`config.mk`:
```
export PLATFORM = sky130hd
export DESIGN_NAME = hp_bar_anim
export DESIGN_NICKNAME = d
export VERILOG_FILES = /design/src/rtl/hp_bar_anim.sv
export SDC_FILE = /design/constraint.sdc
export NUM_CORES = 1
export LEC_CHECK = 0
export BUFFER_PORTS_ARGS = -buffer_cell sky130_fd_sc_hd__clkbuf_2
export CORE_MARGIN = 2
export CORE_UTILIZATION = 45
export DETAILED_ROUTE_END_ITERATION = 12
export PLACE_DENSITY_LB_ADDON = 0.05
export REMOVE_ABC_BUFFERS = 1
export SETUP_SLACK_MARGIN = 0.02
export SLEW_MARGIN = 20
export SYNTH_ARGS = -nofsm -noshare
export SYNTH_HDL_FRONTEND = slang
export SYNTH_SLANG_ARGS = --single-unit
```
`constraint.sdc`:
```
create_clock -name clk -period 2.1 [get_ports clk]
set_input_delay 0.42 -clock clk [delete_from_list [all_inputs] [get_ports clk]]
set_output_delay 0.42 -clock clk [all_outputs]
set_load 0.05 [all_outputs]
```
`src/rtl/hp_bar_anim.sv`:
```
// Animated HP bar: drains the displayed HP toward each accepted damage result on
// frame ticks, holds, then pulses done. Optional skip input under HP_BAR_SKIP_EN.
module hp_bar_anim #(
    parameter int HP_W        = 6,
    parameter int MAX_HP      = 63,
    parameter int STEP_FRAMES = 2,
    parameter int HOLD_FRAMES = 4
) (
    input  logic            clk,
    input  logic            reset_n,
    input  logic            frame_tick,
    input  logic            dmg_valid,
    output logic            dmg_ready,
    input  logic [HP_W-1:0] hp_target,
    input  logic            faint_in,
    input  logic            new_battle,
`ifdef HP_BAR_SKIP_EN
    input  logic            skip,
`endif
    output logic [HP_W-1:0] hp_disp,
    output logic [1:0]      hp_color,
    output logic            busy,
    output logic            done,
    output logic            faint_out
);

    localparam int CNT_MAX = (STEP_FRAMES > HOLD_FRAMES) ? STEP_FRAMES : HOLD_FRAMES;
    localparam int CNT_W   = $clog2(CNT_MAX + 1);

    typedef enum logic [1:0] {IDLE, DRAIN, HOLD, FAINTED} state_t;

    state_t            state_q, state_d;
    logic [HP_W-1:0]   hp_q, hp_d;
    logic [HP_W-1:0]   tgt_q, tgt_d;
    logic              faint_lat_q, faint_lat_d;
    logic [CNT_W-1:0]  cnt_q, cnt_d;
    logic              done_q, done_d;
    logic              skip_req;
    logic [HP_W-1:0]   hp_dec;
    logic [HP_W-1:0]   acc_tgt;

`ifdef HP_BAR_SKIP_EN
    assign skip_req = skip;
`else
    assign skip_req = 1'b0;
`endif

    assign hp_dec  = hp_q - HP_W'(1);
    assign acc_tgt = faint_in ? '0 : hp_target;

    always_comb begin
        state_d     = state_q;
        hp_d        = hp_q;
        tgt_d       = tgt_q;
        faint_lat_d = faint_lat_q;
        cnt_d       = cnt_q;
        done_d      = 1'b0;
        if (new_battle) begin
            state_d     = IDLE;
            hp_d        = HP_W'(MAX_HP);
            tgt_d       = '0;
            faint_lat_d = 1'b0;
            cnt_d       = '0;
        end else begin
            case (state_q)
                IDLE: begin
                    if (dmg_valid) begin
                        tgt_d       = acc_tgt;
                        faint_lat_d = faint_in;
                        cnt_d       = '0;
                        state_d     = (acc_tgt < hp_q) ? DRAIN : HOLD;
                    end
                end
                DRAIN: begin
                    // skip beats a coincident frame tick; the tick is simply not counted
                    if (skip_req) begin
                        hp_d    = tgt_q;
                        cnt_d   = '0;
                        state_d = HOLD;
                    end else if (frame_tick) begin
                        if (cnt_q == CNT_W'(STEP_FRAMES - 1)) begin
                            cnt_d = '0;
                            if (hp_q != '0) hp_d = hp_dec;
                            if (hp_dec == tgt_q || hp_q == '0) state_d = HOLD;
                        end else begin
                            cnt_d = cnt_q + CNT_W'(1);
                        end
                    end
                end
                HOLD: begin
                    if (frame_tick) begin
                        if (cnt_q == CNT_W'(HOLD_FRAMES - 1)) begin
                            cnt_d   = '0;
                            done_d  = 1'b1;
                            state_d = (hp_q == '0 || faint_lat_q) ? FAINTED : IDLE;
                        end else begin
                            cnt_d = cnt_q + CNT_W'(1);
                        end
                    end
                end
                default: ;
            endcase
        end
    end

    always_ff @(posedge clk or negedge reset_n) begin
        if (!reset_n) begin
            state_q     <= IDLE;
            hp_q        <= HP_W'(MAX_HP);
            tgt_q       <= '0;
            faint_lat_q <= 1'b0;
            cnt_q       <= '0;
            done_q      <= 1'b0;
        end else begin
            state_q     <= state_d;
            hp_q        <= hp_d;
            tgt_q       <= tgt_d;
            faint_lat_q <= faint_lat_d;
            cnt_q       <= cnt_d;
            done_q      <= done_d;
        end
    end

    // Thresholds compared with two spare bits so 4*hp cannot overflow
    logic [HP_W+1:0] hp_x2, hp_x4, max_ext;
    assign hp_x2   = {1'b0, hp_q, 1'b0};
    assign hp_x4   = {hp_q, 2'b00};
    assign max_ext = (HP_W+2)'(MAX_HP);

    always_comb begin
        hp_color = 2'b10;
        if (hp_x2 > max_ext)      hp_color = 2'b00;
        else if (hp_x4 > max_ext) hp_color = 2'b01;
    end

    assign hp_disp   = hp_q;
    assign dmg_ready = (state_q == IDLE);
    assign busy      = (state_q == DRAIN) || (state_q == HOLD);
    assign done      = done_q;
    assign faint_out = (state_q == FAINTED);

endmodule

```
# Yosys cells after proc, flatten, opt, wreduce, memory -nomap -nowiden
# Cells that the tools add are included.
# W data, S select, Z words.
dict set report word_totals {
  output_inout_bits 12
  inputBits 12
  ff_bits 19
}
dict set report classes {
  addsub 2
  eq_ne 12
  n_reduce_logical 17
  order_cmp 3
  muxes 35
}
# cell n
set ops {}
lappend ops {{$mux W6} 9}
lappend ops {{$mux W2} 11}
lappend ops {{$mux W3} 6}
lappend ops {{$ne A3 B3 Y1 const B} 5}
lappend ops {{$reduce_bool A2 Y1} 6}
lappend ops {{$pmux W3 S3} 1}
lappend ops {{$gt A8 B6 Y1 const B} 1}
lappend ops {{$reduce_and A4 Y1} 2}
lappend ops {{$gt A7 B6 Y1 const B} 1}
lappend ops {{$mux W1} 7}
lappend ops {{$reduce_and A7 Y1} 1}
lappend ops {{$eq A6 B6 Y1} 1}
lappend ops {{$logic_not A6 Y1} 1}
lappend ops {{$lt A6 B6 Y1} 1}
lappend ops {{$pmux W2 S3} 1}
lappend ops {{$reduce_bool A6 Y1} 1}
lappend ops {{$sub A6 B1 Y6 const B} 1}
lappend ops {{$eq A2 B2 Y1 const B} 2}
lappend ops {{$reduce_bool A4 Y1} 1}
lappend ops {{$add A3 B1 Y3 const B} 1}
lappend ops {{$eq A3 B1 Y1 const B} 1}
lappend ops {{$eq A3 B2 Y1 const B} 1}
lappend ops {{$logic_or A1 B1 Y1} 3}
lappend ops {{$ne A3 B2 Y1 const B} 1}
lappend ops {{other kinds (3)} 3}

# Longest topological paths before layout
# Gate-level depths: netlist (run 1).
dict set report depth {
  ltp_word 8
  mapped_depth 9
  ltp_nobuf 8
}

# Worst setup path before layout (run 1)
# Ideal clock, no wire load.
dict set report synth_timing {
  path_type {reg-to-reg}
  startpoint {reg hp_q[0] (netlist: hp_disp[0])}
  endpoint {reg state_q[1]}
  synth_period_minus_slack_ns 2.208
  path_stages_with_launch 9
  arrival_time_ns 2.086
  setup_time_ns 0.122
  slack_ns -0.108
  cell_sequence {dfstp_2 > inv_1 > ha_1 > o21ba_1 > a221oi_2 > a41oi_1 > o31ai_2 > o21ai_0 > o2bb2ai_1}
}
dict set report synth_via {
  elab_chain_len 7
}
# item line
set synth_lines {}
lappend synth_lines {{start: declaration} 33} ;# logic [HP_W-1:0] hp_q, hp_d;
lappend synth_lines {{start signal: assignment} 109} ;# hp_q <= HP_W'(MAX_HP);
lappend synth_lines {{start signal: assignment} 116} ;# hp_q <= hp_d;
lappend synth_lines {{branches (longest 7 deep; another with $sub A6 B1 Y6)} -}
lappend synth_lines {{end signal: assignment} 115} ;# state_q <= state_d;
lappend synth_lines {{end: declaration} 32} ;# state_t state_q, state_d;
# Several ways; the timed one is not identified. The select of a mux whose other input is x is not followed.
# A chain may end at the register's enable or synchronous reset.

# Worst setup path after layout (run 1)
dict set report layout_timing {
  startpoint {reg hp_q[1] (netlist: hp_disp[1])}
  endpoint {reg state_q[0]}
}
# Same word-level chain as after synthesis.

==> impl_metrics.toml, run 1 <==
[sta]
drv_slew = 0
max_freq_ghz = 0.5016
finalCriticalPeriod_ps = 1994
setup_tns_ps = 0
setup_violations = 0
period_share = 0.9494
hold_viol = 0
skew_ps = 4.571
relSlewSlack = 0.6646
tightest_slew_ps = 503.1

[worst_setup_path]
reg2regPathDepth = 8
cp.arrival_ps = 2230
critPathLaunchType = "flip-flop"
worstPathMaxFanout = 5
critPathSlowestCell = "dfstp_2"
r2r-end = "state_q[0]"
crit_path_max_incr_delay_ps = 570
r2r_slack_ps = 110
required_ps = 2330
path_class = "flip-flop to flip-flop"
worst_setup_path_end_kind = "flip-flop"
cp-startpoint = "hp_disp[1]"
endpoint = "state_q[0]"
r2r_start = "hp_disp[1]"
crit_chain = "inv_2 > ha_4 > o21ba_1 > a221oi_2 > a41oi_2 > o31ai_2 > nand3b_1 > o2bb2ai_2"

[route]
drc = 0
first_pass_iters = 4
drtAntennaViolNets = 0
drt_iter0_markers = 39
wire_per_inst_um = 13.73
vias_per_cell = 5.104
via_count = 1133
totalWireLength_um = 3048

[die]
ios = 24
die_w_um = 60.28
dieArea_um2 = 3633
rows = 20
core_area_um2 = 3028
start_util = 0.4707
die_y_um = 60.28

[clocking]
htreeDepth = 1
clockBufferDepth = 2
hold_buffers = 0
insertion_delay_ps = 300
cts_tree = "built"
clkTransAtPathRegs_ps = 130
cts_buffers = 3
cts-root-buf = "clkbuf_4"
clock_sinks = 19

[synth]
synth.distinct_cells = 43
synthTopCellsByArea = "dfrtp_1 (23%), ha_1 (13%), dfstp_2 (11%)"
yosysWarnings = 0
syn_avg_cell_area_um2 = 9.438
yosys_register_bits = 19
synth_edf_count = 0
synthArstFlopShare = 1.000
ys_seq_area_frac = 0.3389
synth_cells = 151
synth_top_area_share = 0.2283
ys.flop_type = "dfrtp_1"
yosys.area.top_type = "dfrtp_1"
synth.cell_area_um2 = 1425

[global_route]
met2_usage = 0.3602
grt_pass1_wl_um = 5209
antenna_found_initial = 0
grt_pass1_vias = 1134
grtUsageMet1 = 0.2250
track_usage = 0.1924
grt_max_degree = 20
globalRouteOverflowTotal = 0
top_usage_layer = "met2"
grtUsageMet3 = 0.02814

[placement]
io_buffers = 23
gp_congestion = 0.8012
post-dp-hpwl_um = 2388

[power_and_ir_drop]
p_per_area_nw_per_um2 = 760.8
total_power_mw = 1.257
vdd_drop_max_mv = 0.3295
p_leak_nw = 0.7964

[layout]
syn_to_final_growth_pct = 15.98
drive_gt1_frac = 0.2809
nNetsFinal = 206
antenna_cells = 0
final_cell_mix = "clkbuf_2 (23), nor2_1 (16), ha_1 (14), inv_1 (13), dfrtp_1 (13)"
layout_commonest_cell = "clkbuf_2"

[worst_hold_path]
hold_class = "primary input to asynchronous set/reset pin"

[flow_run]
cap_violations = 0

[run_status]
status = "finished clean"
==> timing repair <==
| action | in CTS | in global routing |
|---|---|---|
| pin swaps | 0 | 4 |
| resized for setup | 1 | 6 |
| buffers inserted | 0 | 1 |
| setup endpoints to repair | 2 | 2 |
==> metrics by stage <==
stage / cells / worst slack, ps / instance area (um2) / utilization / hold slack [ps]
final: 222 / 106.4 / 1653 / 0.5459 / 57.86
after CTS: 221 / 57.88 / 1622 / 0.5355 / 61.56
after global placement: 217 / 126.6 / 1592 / 0.5256 / 404.5
after global routing: 222 / -0.5462 / 1653 / 0.5459 / 78.19
after floorplan: 146 / -103.9 / 1391 / - / 124.4
after detailed placement: 217 / 55.15 / 1592 / 0.5256 / 404.5
==> cell type report <==
class,count,area [um2]
Clock buffer,3,22.52
Clock inverter,1,5.005
Fill cell,287,1375
Inverter,15,56.30
Multi-Input combinational cell,112,878.3
Sequential cell,19,483.0
Tap cell,44,55.05
Timing Repair Buffer,28,152.6
==> report_power, final <==
group | total [mW] | internal (mW) | switching (mW)
Sequential | 0.443 | 0.403 | 0.0402
Clock | 0.199 | 0.0708 | 0.128
Combinational | 0.616 | 0.221 | 0.394
==> worst min-delay path by stage <==
stage                     startpoint        to  slack [ps]  cells after the start
after global placement       reset_n  cnt_q[1]         400                      1
after global routing         reset_n  cnt_q[0]          80                      1
after CTS                    reset_n  cnt_q[1]          60                      1
after floorplan              reset_n  cnt_q[0]         120                      0
final                        reset_n  cnt_q[0]          60                      1
after detailed placement     reset_n  cnt_q[1]         400                      1
==> per-layer routing <==
layer / up-vias / routed length (um)
li1: 565 / -
met4: 0 / 19
met5: - / 0
met3: 2 / 83
met1: 553 / 1364
met2: 13 / 1581
==> sequential cells by signal (all words and copies together) (netlist names) <==
register	flops
cnt_q	3
done	1
tgt_q	6
hp_disp	6
state_q	2
faint_lat_q	1
==> worst max-delay path, delay by kind of cell, from the launching register on <==
family                     cells  cell delay (ps)
AOI/OAI and AO/OA              5              960
adders and majority gates      1              180
buffers and inverters          1               60
DFF                            1              570
and+or+nand+nor                1              160
==> synth_stat cells (all sizes together) (3+ instances only) <==
cell    number
nor3         3
nor2        18
dfrtp       13
o21ai        6
ha          15
a21oi        4
xnor2        7
nor2b        7
nand2        7
xor2         5
dfstp        6
inv         15
buf          3
nand3        5
mux2i        5
nand2b       6
==> cell families (layout without fill, tap and decap cells) <==
| group | after synthesis | in the layout | synth area share |
|---|---|---|---|
| DFF | 19 | 19 | 0.3389 |
| muxes | 5 | 5 | 0.03512 |
| buffers and inverters | 20 | 47 | 0.06321 |
| and+or+nand+nor | 55 | 55 | 0.2186 |
| xor gates and xnor gates | 12 | 12 | 0.07375 |
| adders and majority gates | 15 | 15 | 0.1317 |
| AOI/OAI and AO/OA | 25 | 25 | 0.1387 |
No activity file was read; power rests on OpenSTA's default activity.
==> run 2: changes to the inputs <==
- CELL_PAD_IN_SITES_DETAIL_PLACEMENT: unset -> 0
- CELL_PAD_IN_SITES_GLOBAL_PLACEMENT: unset -> 1
- CORE_UTILIZATION: 45 -> 42
==> run 2 against run 1 <==
Via count is 1.2% lower. Setup slack got worse by 47 ps. Non-clock buffer count is 1 higher. Largest cell class unchanged. Clock power down 3%. Critical path depth is the same. Sequential share of layout area down 0.26 points. Utilization down 3.8 points. Final area is 0.91% higher. Sequential power is essentially flat. Combinational power about the same.
==> impl_metrics.toml, run 2 (same netlist as run 1, synthesis figures left out) <==
[route]
vias_per_cell = 4.973
wire_per_inst_um = 14.30
drt_iter0_markers = 49
drc = 0
first_pass_iters = 5
drtAntennaViolNets = 0
totalWireLength_um = 3217
via_count = 1119

[global_route]
grt_pass1_wl_um = 5513
antenna_found_initial = 0
globalRouteOverflowTotal = 0
track_usage = 0.1786
grt_max_degree = 20
grt_pass1_vias = 1201

[power_and_ir_drop]
vdd_drop_max_mv = 0.2937
p_leak_nw = 0.7851
p_per_area_nw_per_um2 = 751.0
total_power_mw = 1.253

[sta]
period_share = 0.9715
rsz0062_at_grt = "yes"
tightest_slew_ps = 521.3
finalCriticalPeriod_ps = 2040
drv_slew = 0
whs_ps = 65.95
max_freq_ghz = 0.4902
relSlewSlack = 0.6525
setup_violations = 0
hold_viol = 0
final.setup.worst_slack_ps = 59.82
skew_ps = 9.079
setup_tns_ps = 0

[worst_setup_path]
path_class = "flip-flop to flip-flop"
critPathSlowestCell = "dfstp_2"
critPathLaunchType = "flip-flop"
crit_path_max_incr_delay_ps = 600
crit_chain = "inv_4 > ha_4 > o21ba_4 > a221oi_2 > a41oi_2 > o31ai_2 > nand3b_1 > o2bb2ai_1"
worstPathMaxFanout = 5
worst_setup_path_end_kind = "flip-flop"
required_ps = 2340
cp.arrival_ps = 2280

[clocking]
htreeDepth = 1
clock_sinks = 19
hold_buffers = 0
clockBufferDepth = 2
insertion_delay_ps = 300
cts-root-buf = "clkbuf_4"
cts_buffers = 3
clkTransAtPathRegs_ps = 120
cts_tree = "built"

[flow_run]
cap_violations = 0

[placement]
post-dp-hpwl_um = 2476
dp_slack_ps = 22.12
io_buffers = 23
gp_congestion = 0.7828

[worst_hold_path]
hold_class = "primary input to asynchronous set/reset pin"

[layout]
nNetsFinal = 207
final_cell_mix = "clkbuf_2 (23), nor2_1 (16), ha_1 (14), inv_1 (13), dfrtp_1 (13)"
syn_to_final_growth_pct = 17.03
antenna_cells = 0
drive_gt1_frac = 0.2849
layout_commonest_cell = "clkbuf_2"

[die]
start_util = 0.4339
dieArea_um2 = 3875
core_area_um2 = 3284
rows = 21
die_y_um = 62.25
die_w_um = 62.25
ios = 24

[run_status]
status = "finished clean"
-- run 2: metrics by stage --
| step | util | area, um2 | instances |
|---|---|---|---|
| floorplan | - | 1391 | 146 |
| global placement | 0.4853 | 1594 | 219 |
| detailed placement | 0.4853 | 1594 | 219 |
| CTS | 0.4933 | 1620 | 223 |
| global route | 0.5078 | 1668 | 225 |
| finish | 0.5078 | 1668 | 225 |
-- run 2: power by group --
part | total (mW) | switching, mW | leakage, nW | internal [mW]
Sequential | 0.441 | 0.0384 | 0.241 | 0.403
Combinational | 0.618 | 0.398 | 0.529 | 0.219
Clock | 0.194 | 0.119 | 0.0150 | 0.0740
Total | 1.25 | 0.556 | 0.785 | 0.696
-- run 2: path summary, 6_finish.rpt --
kind	start	end	slack, ps	cells past startpoint
min in group clk	faint_in	faint_lat_q	420	3
hold / removal	reset_n	done	70	1
setup reg to reg	hp_disp[1]	state_q[0]	60	8
setup / recovery	hp_disp[1]	state_q[0]	60	8
hold reg to reg	cnt_q[1]	cnt_q[1]	520	2
max in group asynchronous	reset_n	hp_disp[4]	1660	1
-- run 2: final cells by class --
cell class | count | area, um2
clock buffers | 4 | 26.28
fillers | 336 | 1617
inverters | 15 | 58.81
multi-input cells | 112 | 882.1
flip-flops and latches | 19 | 483.0
well taps | 46 | 57.56
repair buffers | 29 | 160.2
-- run 2: worst max-delay path: cells and delay by family, from the launching register on --
family                     cells  cell delay (ps)
adders and majority gates      1              170
DFF                            1              600
AOI/OAI and AO/OA              5             1000
buffers and inverters          1               60
and+or+nand+nor                1              150
-- run 2: routing by layer --
metal,wire (um),GRT usage,vias to the layer above
met2,1696,0.3261,14
met5,0,0,-
met4,19,0.05833,0
met3,77,0.02174,2
met1,1424,0.2179,538
li1,-,-,565
-- run 2: what timing repair did --
| action | 4_1_cts | 5_1_grt |
|---|---|---|
| resized for setup | 1 | 8 |
| pin swaps | 0 | 6 |
| endpoints found under the setup margin | 2 | 2 |
| cloned | 0 | 0 |
| setup buffers | 0 | 2 |
